[src/rtl/led_link_indicator.sv]
// Per-port LED pattern generator: merges link status, activity strobe and flap
// level into a registered LED drive and a 2-bit mode code.
module led_link_indicator #(
  parameter int unsigned BlinkHalf = 25000000,
  parameter int unsigned ActHalf   = 2500000,
  parameter int unsigned FlapHold  = 50000000
) (
  input  logic       clk,
  input  logic       reset_n,
  input  logic       link_up,
  input  logic       activity,
  input  logic       flap,
  output logic       led,
  output logic [1:0] mode
);

  localparam int unsigned BW = $clog2(BlinkHalf * 2) + 1;
  localparam int unsigned AW = $clog2(ActHalf * 2) + 1;
  localparam int unsigned HW = $clog2(FlapHold * 2) + 1;

  localparam logic [1:0] ModeDown = 2'd0;
  localparam logic [1:0] ModeUp   = 2'd1;
  localparam logic [1:0] ModeAct  = 2'd2;
  localparam logic [1:0] ModeFlap = 2'd3;

  logic [BW-1:0] blink_cnt, blink_cnt_nxt;
  logic          blink_phase, blink_phase_nxt;
  logic [HW-1:0] hold, hold_nxt;
  logic [AW-1:0] act_cnt, act_cnt_nxt;
  logic          led_nxt;
  logic [1:0]    mode_nxt;

  // Next-state counters, then mode/LED selection from those next values
  always_comb begin
    blink_cnt_nxt   = blink_cnt + BW'(1);
    blink_phase_nxt = blink_phase;
    hold_nxt        = hold;
    act_cnt_nxt     = act_cnt;
    led_nxt         = 1'b1;
    mode_nxt        = ModeUp;

    if (blink_cnt == BW'(BlinkHalf - 1)) begin
      blink_cnt_nxt   = '0;
      blink_phase_nxt = ~blink_phase;
    end

    if (flap)
      hold_nxt = HW'(FlapHold);
    else if (hold != '0)
      hold_nxt = hold - HW'(1);

    // A wink is only re-armed on its last cycle, so held activity blinks gaplessly
    if (!link_up)
      act_cnt_nxt = '0;
    else if (activity && (act_cnt <= AW'(1)))
      act_cnt_nxt = AW'(2 * ActHalf);
    else if (act_cnt != '0)
      act_cnt_nxt = act_cnt - AW'(1);

    if (flap || (hold_nxt != '0)) begin
      mode_nxt = ModeFlap;
      led_nxt  = blink_phase_nxt;
    end else if (!link_up) begin
      mode_nxt = ModeDown;
      led_nxt  = 1'b0;
    end else if (act_cnt_nxt != '0) begin
      mode_nxt = ModeAct;
      led_nxt  = (act_cnt_nxt <= AW'(ActHalf));
    end
  end

  always_ff @(posedge clk or negedge reset_n) begin
    if (!reset_n) begin
      blink_cnt   <= '0;
      blink_phase <= 1'b0;
      hold        <= '0;
      act_cnt     <= '0;
      led         <= 1'b0;
      mode        <= ModeDown;
    end else begin
      blink_cnt   <= blink_cnt_nxt;
      blink_phase <= blink_phase_nxt;
      hold        <= hold_nxt;
      act_cnt     <= act_cnt_nxt;
      led         <= led_nxt;
      mode        <= mode_nxt;
    end
  end

endmodule

[config.mk]
export PLATFORM = sky130hd
export DESIGN_NAME = led_link_indicator
export DESIGN_NICKNAME = d
export VERILOG_FILES = /design/src/rtl/led_link_indicator.sv
export SDC_FILE = /design/constraint.sdc
export NUM_CORES = 1
export LEC_CHECK = 0
export BUFFER_PORTS_ARGS = -buffer_cell sky130_fd_sc_hd__clkbuf_2
export CORE_MARGIN = 4
export CORE_UTILIZATION = 45
export DETAILED_ROUTE_END_ITERATION = 6
export PLACE_DENSITY = 0.63
export SLEW_MARGIN = 20
export SYNTH_ARGS = -nofsm -noshare
export SYNTH_HDL_FRONTEND = slang
export SYNTH_SLANG_ARGS = --single-unit
[constraint.sdc]
create_clock -name clk -period 4 [get_ports clk]
set_input_delay 0.6 -clock clk [delete_from_list [all_inputs] [get_ports clk]]
set_output_delay 0.6 -clock clk [all_outputs]
set_load 0.005 [all_outputs]
==> metrics.txt, run 1 <==
utilization after layout=0.500; area of the core=10,500 µm²; Max Transition Viols Final=0; worst path required time=4270 ps; DR DRC count=0; # nets final=527; Tcrit/Tclk final=0.872; cts repair resizes=0; most frequent cells in the layout=dfrtp_1 (83), nor2_1 (62), nand2_1 (31), xnor2_1 (30), nand3_1 (22); initial core utilization=0.468; GRT overflow=0; Avg WL per Cell=17.0 µm; post-synthesis adder-cell area fraction=0.0153; initial antenna violation count=0; final-report hold violation count=0; vias in the first global route=3,698; CTS tree=done; drt first pass iters=5; Setup TNS=0 ps; Yosys warning count=0; Max-Cap Viols=0; via-per-instance ratio=6.00; uppermost layer routed=met4; post-synth top area cell=dfrtp_1; DR iter-0 viols=321; Post-Synth Simple-Gate Area=0.316; wirelength, routed=11.1 mm; first-pass GRT wire length=18.7 mm; Ports=8; ANT cells=0; Port-buffer cells=7; mux contribution to synthesized area=0.0130; pwr/cell area=610 nW/µm²; post-synthesis sequential area ratio=0.424; Slew headroom=0.495; class of the worst hold path=input pin to asynchronous set/reset pin; fraction of final layout cells sized beyond drive strength 1=0.111; status=complete, no violations; final setup fails=0; clk sinks=83; GPL Wtd Cong=0.953; floorplan row count=37; Worst EP arrival=3760 ps; H-tree lvl count=3; CTS Buffer Depth=2; Worst Tran Pin Value=757 ps; maximum VDD drop=0.242 mV; reg2reg start=hold[0]; CTS clk-pin slew, worst paths=90 ps; CTS buffer count=9; postcts setup bufs=0; worst-path fanout max=19; Setup CP Type=register to register; Net Count, Synth=523; Setup crit start kind=register; final worst path period need=3490 ps; Compound-Gate Fraction of Synth Area=0.122; XOR/XNOR Fraction of Synth Area=0.0822; Crit. End Element=register; Critical path origin=hold[0]; post-synth top area share=0.424; library cells used by synthesis=71; Max Clk Rate=287 MHz; #FFs+latches synth=83; Synth Flop Type=dfrtp_1; main combinational cell family by area after synthesis=simple AND/OR/NAND/NOR gates; Root Buffer=clkbuf_8; number of synthesized flops with an enable pin=0; Cells after Synth=512; leakage power figure=2.09 nW; DR WL met2=4.97 mm; Syn Area/Cell=9.57 µm²; cell area after synthesis=4900 µm²; Setup Skew=13.7 ps; met3 wire length=546 µm; Die Footprint=12,600 µm²; GRT Total Usage=0.182; Vias=3,939; Post-DRT Antenna Nets=0; RSZ-0062 raised after global routing=no; die height=112 µm; Layout area overhead=6.77%; worst skew pair latency=370 ps; met1 WL=5.47 mm; Area contributors post-synth=dfrtp_1 (42%), xnor2_1 (5.4%), nor2_1 (4.8%), xor2_1 (2.9%), nor4_4 (2.6%); die width=112 µm; post-DP HPWL=7.93 mm; largest net degree at the start of global routing=84; asr flop ratio synth=1.00; cts hold-fix bufs=0; commonest non-fill, non-tap cell in the layout=dfrtp_1
## logic make-up after synthesis
kind of cell	count (synthesis)
multiplexers	6
adder cells (fa/ha/maj)	6
AO/OA/AOI/OAI	84
buffers and inverters	31
flip-flops	83
AND/OR/NAND/NOR	256
XOR/XNOR	46
## state kept, by name, summed over array words and instances, names as in the netlist
name and count:
blink_cnt 27, blink_phase 1, act_cnt 24, led 1, mode 2, hold 28
## power breakdown
| group | leakage [nW] | switching, W | total [W] | internal, W |
|---|---|---|---|---|
| clock network | 0.0854 | 0.000332 | 0.000561 | 0.000228 |
| logic | 0.952 | 0.000942 | 0.00152 | 0.000576 |
| registers | 1.05 | 0.000168 | 0.00111 | 0.000941 |
| total | 2.09 | 0.00144 | 0.00319 | 0.00175 |
## cells in the mapped netlist, drive strengths merged, types with 7 or more instances
| library cell | number |
|---|---|
| nor2 | 63 |
| inv | 14 |
| nor4 | 17 |
| or4 | 8 |
| nand3 | 23 |
| nor4b | 8 |
| nand4 | 18 |
| nand2 | 31 |
| or3 | 13 |
| clkbuf | 10 |
| a211oi | 11 |
| nor3 | 20 |
| buf | 7 |
| and4 | 9 |
| xor2 | 16 |
| a21oi | 21 |
| and3 | 11 |
| dfrtp | 83 |
| and2 | 9 |
| o21ai | 13 |
| xnor2 | 30 |
| o31ai | 8 |
## per-stage QoR
stage	worst slack, ps	instance area (µm²)	power (W)	hold WS [ps]	cells
floorplan	1170	4900	0.00229	304	512
global placement	664	5050	0.00261	457	641
detailed placement	608	5050	0.00260	454	641
CTS	595	5230	0.00318	446	657
global route	247	5230	0.00339	331	657
finish	512	5230	0.00319	250	657
## path summary, 6_finish.rpt
path	to	slack, ps	cells after the start
setup reg to reg	mode[0]	510	10
hold reg to reg	blink_phase	480	1
max in group asynchronous	blink_cnt[0]	3210	1
hold / removal	hold[11]	250	1
min in group clk	blink_phase	480	1
setup / recovery	mode[0]	510	10
## layout make-up
type                            count  area, µm²
Multi-Input combinational cell    398       2690
Sequential cell                    83       2080
Tap cell                          136        170
Fill cell                         994       5230
Clock buffer                        9        124
Timing Repair Buffer               10       63.8
Clock inverter                      7       55.1
Inverter                           14       52.6
## per-layer routing
metal / vias to the layer above / global-route usage
li1: 1895 / -
met1: 1915 / 0.270
met2: 116 / 0.271
met3: 13 / 0.0323
met4: 0 / 0.0569
met5: - / 0
## worst max-delay path, stage by stage (launching register included)
cell	delay, ps
dfrtp_1	470
inv_1	130
ha_1	210
nor4b_1	140
and4_1	420
and2_1	350
nor4b_1	440
mux2i_1	170
nor4b_1	500
nand4_1	300
a21o_2	260
Power figures use the tool's default switching activity.
==> run 2: changes to the inputs <==
Settings changed: CORE_UTILIZATION 45 to 63, PLACE_DENSITY 0.63 to 0.83.
==> metrics.txt, run 2 (synthesis results as in run 1) <==
most flop-heavy register=hold; die height=96.2 µm; H-tree lvl count=3; Ports=8; Layout area overhead=5.72%; Port-buffer cells=7; GPL Wtd Cong=0.981; initial antenna violation count=0; die width=96.2 µm; CTS Buffer Depth=2; Avg WL per Cell=17.8 µm; wirelength, routed=11.1 mm; # nets final=528; maximum VDD drop=0.347 mV; DR iter-0 viols=307; r2r setup slk=600 ps; clk sinks=83; ANT cells=0; area of the core=7410 µm²; DR DRC count=0; worst path required time=4240 ps; initial core utilization=0.661; Max-Cap Viols=0; RSZ-0062 raised after global routing=no; Largest register FFs=28; class of the worst hold path=input pin to asynchronous set/reset pin; CTS tree=done; largest net degree at the start of global routing=84; floorplan row count=31; Setup crit start kind=register; via-per-instance ratio=6.49; post-route worst setup slack=601 ps; Crit. End Element=register; leakage power figure=2.09 nW; first-pass GRT wire length=18.9 mm; overall power=0.00318 W; Tcrit/Tclk final=0.850; Worst Tran Pin Value=723 ps; Slew headroom=0.518; Die Footprint=9250 µm²; Area after DPL=5010 µm²; CTS clk-pin slew, worst paths=90 ps; final instance area=5180 µm²; drt first pass iters=5; Largest regs=hold (28), blink_cnt (27), act_cnt (24); Setup WS pre-CTS=653 ps; status=complete, no violations; Vias=4,026; Max Clk Rate=294 MHz; cts hold-fix bufs=0; vias in the first global route=3,828; CTS buffer count=9; Root Buffer=clkbuf_8; final-report hold violation count=0; Max Transition Viols Final=0; worst-path fanout max=19; postcts setup bufs=0; GRT Total Usage=0.260; final setup fails=0; worst skew pair latency=350 ps; pwr/cell area=615 nW/µm²; worst reg2reg path depth=10; Setup Skew=12.8 ps; Setup CP Type=register to register; final worst path period need=3400 ps; fraction of final layout cells sized beyond drive strength 1=0.109; utilization after layout=0.699; Post-DRT Antenna Nets=0; cts repair resizes=0; most frequent cells in the layout=dfrtp_1 (83), nor2_1 (62), nand2_1 (31), xnor2_1 (30), nand3_1 (22); reg2reg start=hold[0]; post-DP HPWL=8.08 mm; Setup TNS=0 ps; R2R Path End=mode[0]; commonest non-fill, non-tap cell in the layout=dfrtp_1; GRT overflow=0; Worst EP arrival=3640 ps
==> run 2: changes by cell type in the layout (fill, tap and decap cells not counted), sizes merged <==
cell and delta:
inv +1, clkinv -2, buf +1, clkinvlp -1, clkbuf +1
==> run 2: cell type report <==
type	instances	area (µm²)
multi-input combinational	398	2690
timing repair buffer	11	71.3
clock buffer	10	128
fill	543	2230
inverter	14	52.6
tap	99	124
sequential	83	2080
clock inverter	5	38.8
==> run 2: how the worst max path moves through the flow <==
stage	start	end	depth (start not counted)
final	hold[0]	mode[0]	10
after floorplan	act_cnt[0]	led	12
after CTS	hold[0]	mode[0]	10
after global routing	hold[0]	led	11
after detailed placement	hold[0]	mode[0]	10
after global placement	hold[0]	mode[0]	10
==> run 2: layer usage <==
metal,GRT usage,part of all wire,vias to the layer above
met5,0,0,-
li1,-,-,1898
met3,0.0579,0.081,10
met2,0.397,0.46,174
met4,0.0604,0.0097,0
met1,0.379,0.45,1944
==> run 2: critical path, stage by stage (launching register included) <==
cell	delay, ps
dfrtp_1	450
inv_1	140
ha_1	150
nor4b_1	200
and4_1	640
and2_1	400
mux2_2	390
o21bai_1	160
nor4_1	270
nand4_1	240
a21o_2	240
==> run 2: per-stage QoR <==
stage,instances,hold slack (ps)
2_1_floorplan,512,304
4_1_cts,620,457
3_5_place_dp,605,457
6_report,620,282
5_1_grt,620,334
3_3_place_gp,605,452
==> run 2: report_power, final <==
group / leakage (nW) / total (W) / internal, W / switching (W)
logic: 0.957 / 0.00154 / 0.000578 / 0.000963
clock network: 0.0827 / 0.000531 / 0.000226 / 0.000306
registers: 1.05 / 0.00111 / 0.000941 / 0.000170
==> run 3: changes to the inputs <==
Settings changed: CORE_UTILIZATION 63 to 57, PLACE_DENSITY 0.83 to 0.79.
Clock period 4 ns to 2.8 ns, I/O delays scaled along.
==> metrics.txt, run 3 (synthesis results as in run 1) <==
status=complete, but fails checks; failing checks=setup timing; Largest register FFs=28; GPL Wtd Cong=1.01; DR DRC count=0; Die Footprint=10,100 µm²; cells along the critical path=inv_2 > ha_4 > nor4b_4 > and4_4 > buf_6 > buf_4 > o31ai_2 > nand3_1 > or4_4 > nor4_4 > nand4_1 > o31ai_2; Crit path largest cell delay=530 ps; wirelength, routed=15.4 mm; commonest non-fill, non-tap cell in the layout=buf_4; Max Clk Rate=335 MHz; fraction of final layout cells sized beyond drive strength 1=0.352; Worst Tran Pin Value=743 ps; largest net degree at the start of global routing=84; Largest regs=hold (28), blink_cnt (27), act_cnt (24); worst-path fanout max=6; Avg WL per Cell=20.8 µm; Post-DRT Antenna Nets=0; ANT cells=0; vias in the first global route=4,731; worst hold slack=73.3 ps; floorplan row count=33; class of the worst hold path=input pin to asynchronous set/reset pin; clk sinks=83; Vias=4,893; H-tree lvl count=3; Worst EP arrival=3260 ps; final-report hold violation count=0; first-pass GRT wire length=23.6 mm; RSZ-0062 raised after global routing=yes; CTS tree=done; initial antenna violation count=0; Crit. End Element=register; area of the core=8300 µm²; final worst path period need=2990 ps; Max Transition Viols Final=0; via-per-instance ratio=6.63; final std cells w/o fill=738; r2r setup slk=-190 ps; final setup fails=3; Buf/Inv on CP=3; worst skew pair latency=370 ps; post-route worst setup slack=-188 ps; most frequent CP cell=o31ai_2; Setup crit start kind=register; GRT Total Usage=0.293; # nets final=639; GRT overflow=0; Setup WS pre-CTS=-260 ps; drt first pass iters=5; final instance area=6460 µm²; CP max-delay cell=or4_4; Port-buffer cells=7; Ports=8; initial core utilization=0.590; # fillers=464; reg2reg start=hold[1]; Tcrit/Tclk final=1.07; cts hold-fix bufs=0; Layout area overhead=32.0%; most frequent cells in the layout=buf_4 (111), dfrtp_1 (81), nor2_1 (62), nand2_1 (31), xnor2_1 (29); Setup Skew=12.9 ps; Max-Cap Viols=0; Root Buffer=clkbuf_8; worst path required time=3070 ps; CTS Buffer Depth=2; Setup CP Type=register to register; CTS clk-pin slew, worst paths=100 ps; R2R Path End=led; Setup TNS=-488 ps; Area after DPL=5670 µm²; maximum VDD drop=0.897 mV; Placed Instances=697; most flop-heavy register=hold; post-DP HPWL=9.04 mm; crit-path leading delay family=simple AND/OR/NAND/NOR gates; worst reg2reg path depth=12; leakage power figure=2.77 nW; DR iter-0 viols=541; CTS buffer count=9; Slew headroom=0.505; CP Depth=12; pwr/cell area=1010 nW/µm²; die width=101 µm; die height=101 µm
run 3: worst max-delay path by stage:
stage / from / slack (ps) / to
2_1_floorplan: hold[0] / 10 / mode[0]
3_3_place_gp: hold[0] / -140 / mode[0]
3_5_place_dp: hold[0] / -260 / led
4_1_cts: act_cnt[0] / -20 / led
5_1_grt: hold[1] / -300 / led
6_report: hold[1] / -190 / led
run 3: cell type report:
class	instances	area, µm²	area share
Clock buffer	9	124	0.0192
Clock inverter	7	106	0.0165
Multi-Input combinational cell	398	3040	0.471
Tap cell	105	131	0.0203
Sequential cell	83	2080	0.322
Timing Repair Buffer	122	928	0.144
Inverter	14	52.6	0.00813
run 3: routing by layer:
metal  part of all wire  routed length (µm)  GRT usage  vias to the layer above
li1                   -                   -          -                     2115
met1               0.39                5970      0.386                     2346
met2               0.46                7090      0.467                      334
met3              0.097                1490     0.0588                       98
met4              0.054                 827      0.134                        0
met5                  0                   0          0                        -
run 3: power by group:
part           leakage (nW)  switching, W  internal (W)
clock network         0.117      0.000507      0.000520
logic                  1.60       0.00216       0.00183
registers              1.05      0.000180       0.00135
total                  2.77       0.00285       0.00370
run 3: repair_timing:
item / 4_1_cts / 5_1_grt
pin swaps: 8 / 13
gates resized for setup: 39 / 34
endpoints found under the hold margin: 0 / 0
setup buffers: 11 / 14
setup endpoints to repair: 3 / 3
run 3: worst reg2reg max path, stage by stage (launching register included):
cell and delay (ps):
dfrtp_1 390, inv_2 70, ha_4 160, nor4b_4 130, and4_4 220, buf_6 130, buf_4 140, o31ai_2 260
nand3_1 180, or4_4 530, nor4_4 150, nand4_1 240, o31ai_2 290
run 3: metrics by stage:
step	util	total power [W]
after floorplan	-	0.00327
after global placement	0.684	0.00441
after detailed placement	0.684	0.00448
after CTS	0.744	0.00585
after global routing	0.779	0.00680
final	0.779	0.00655
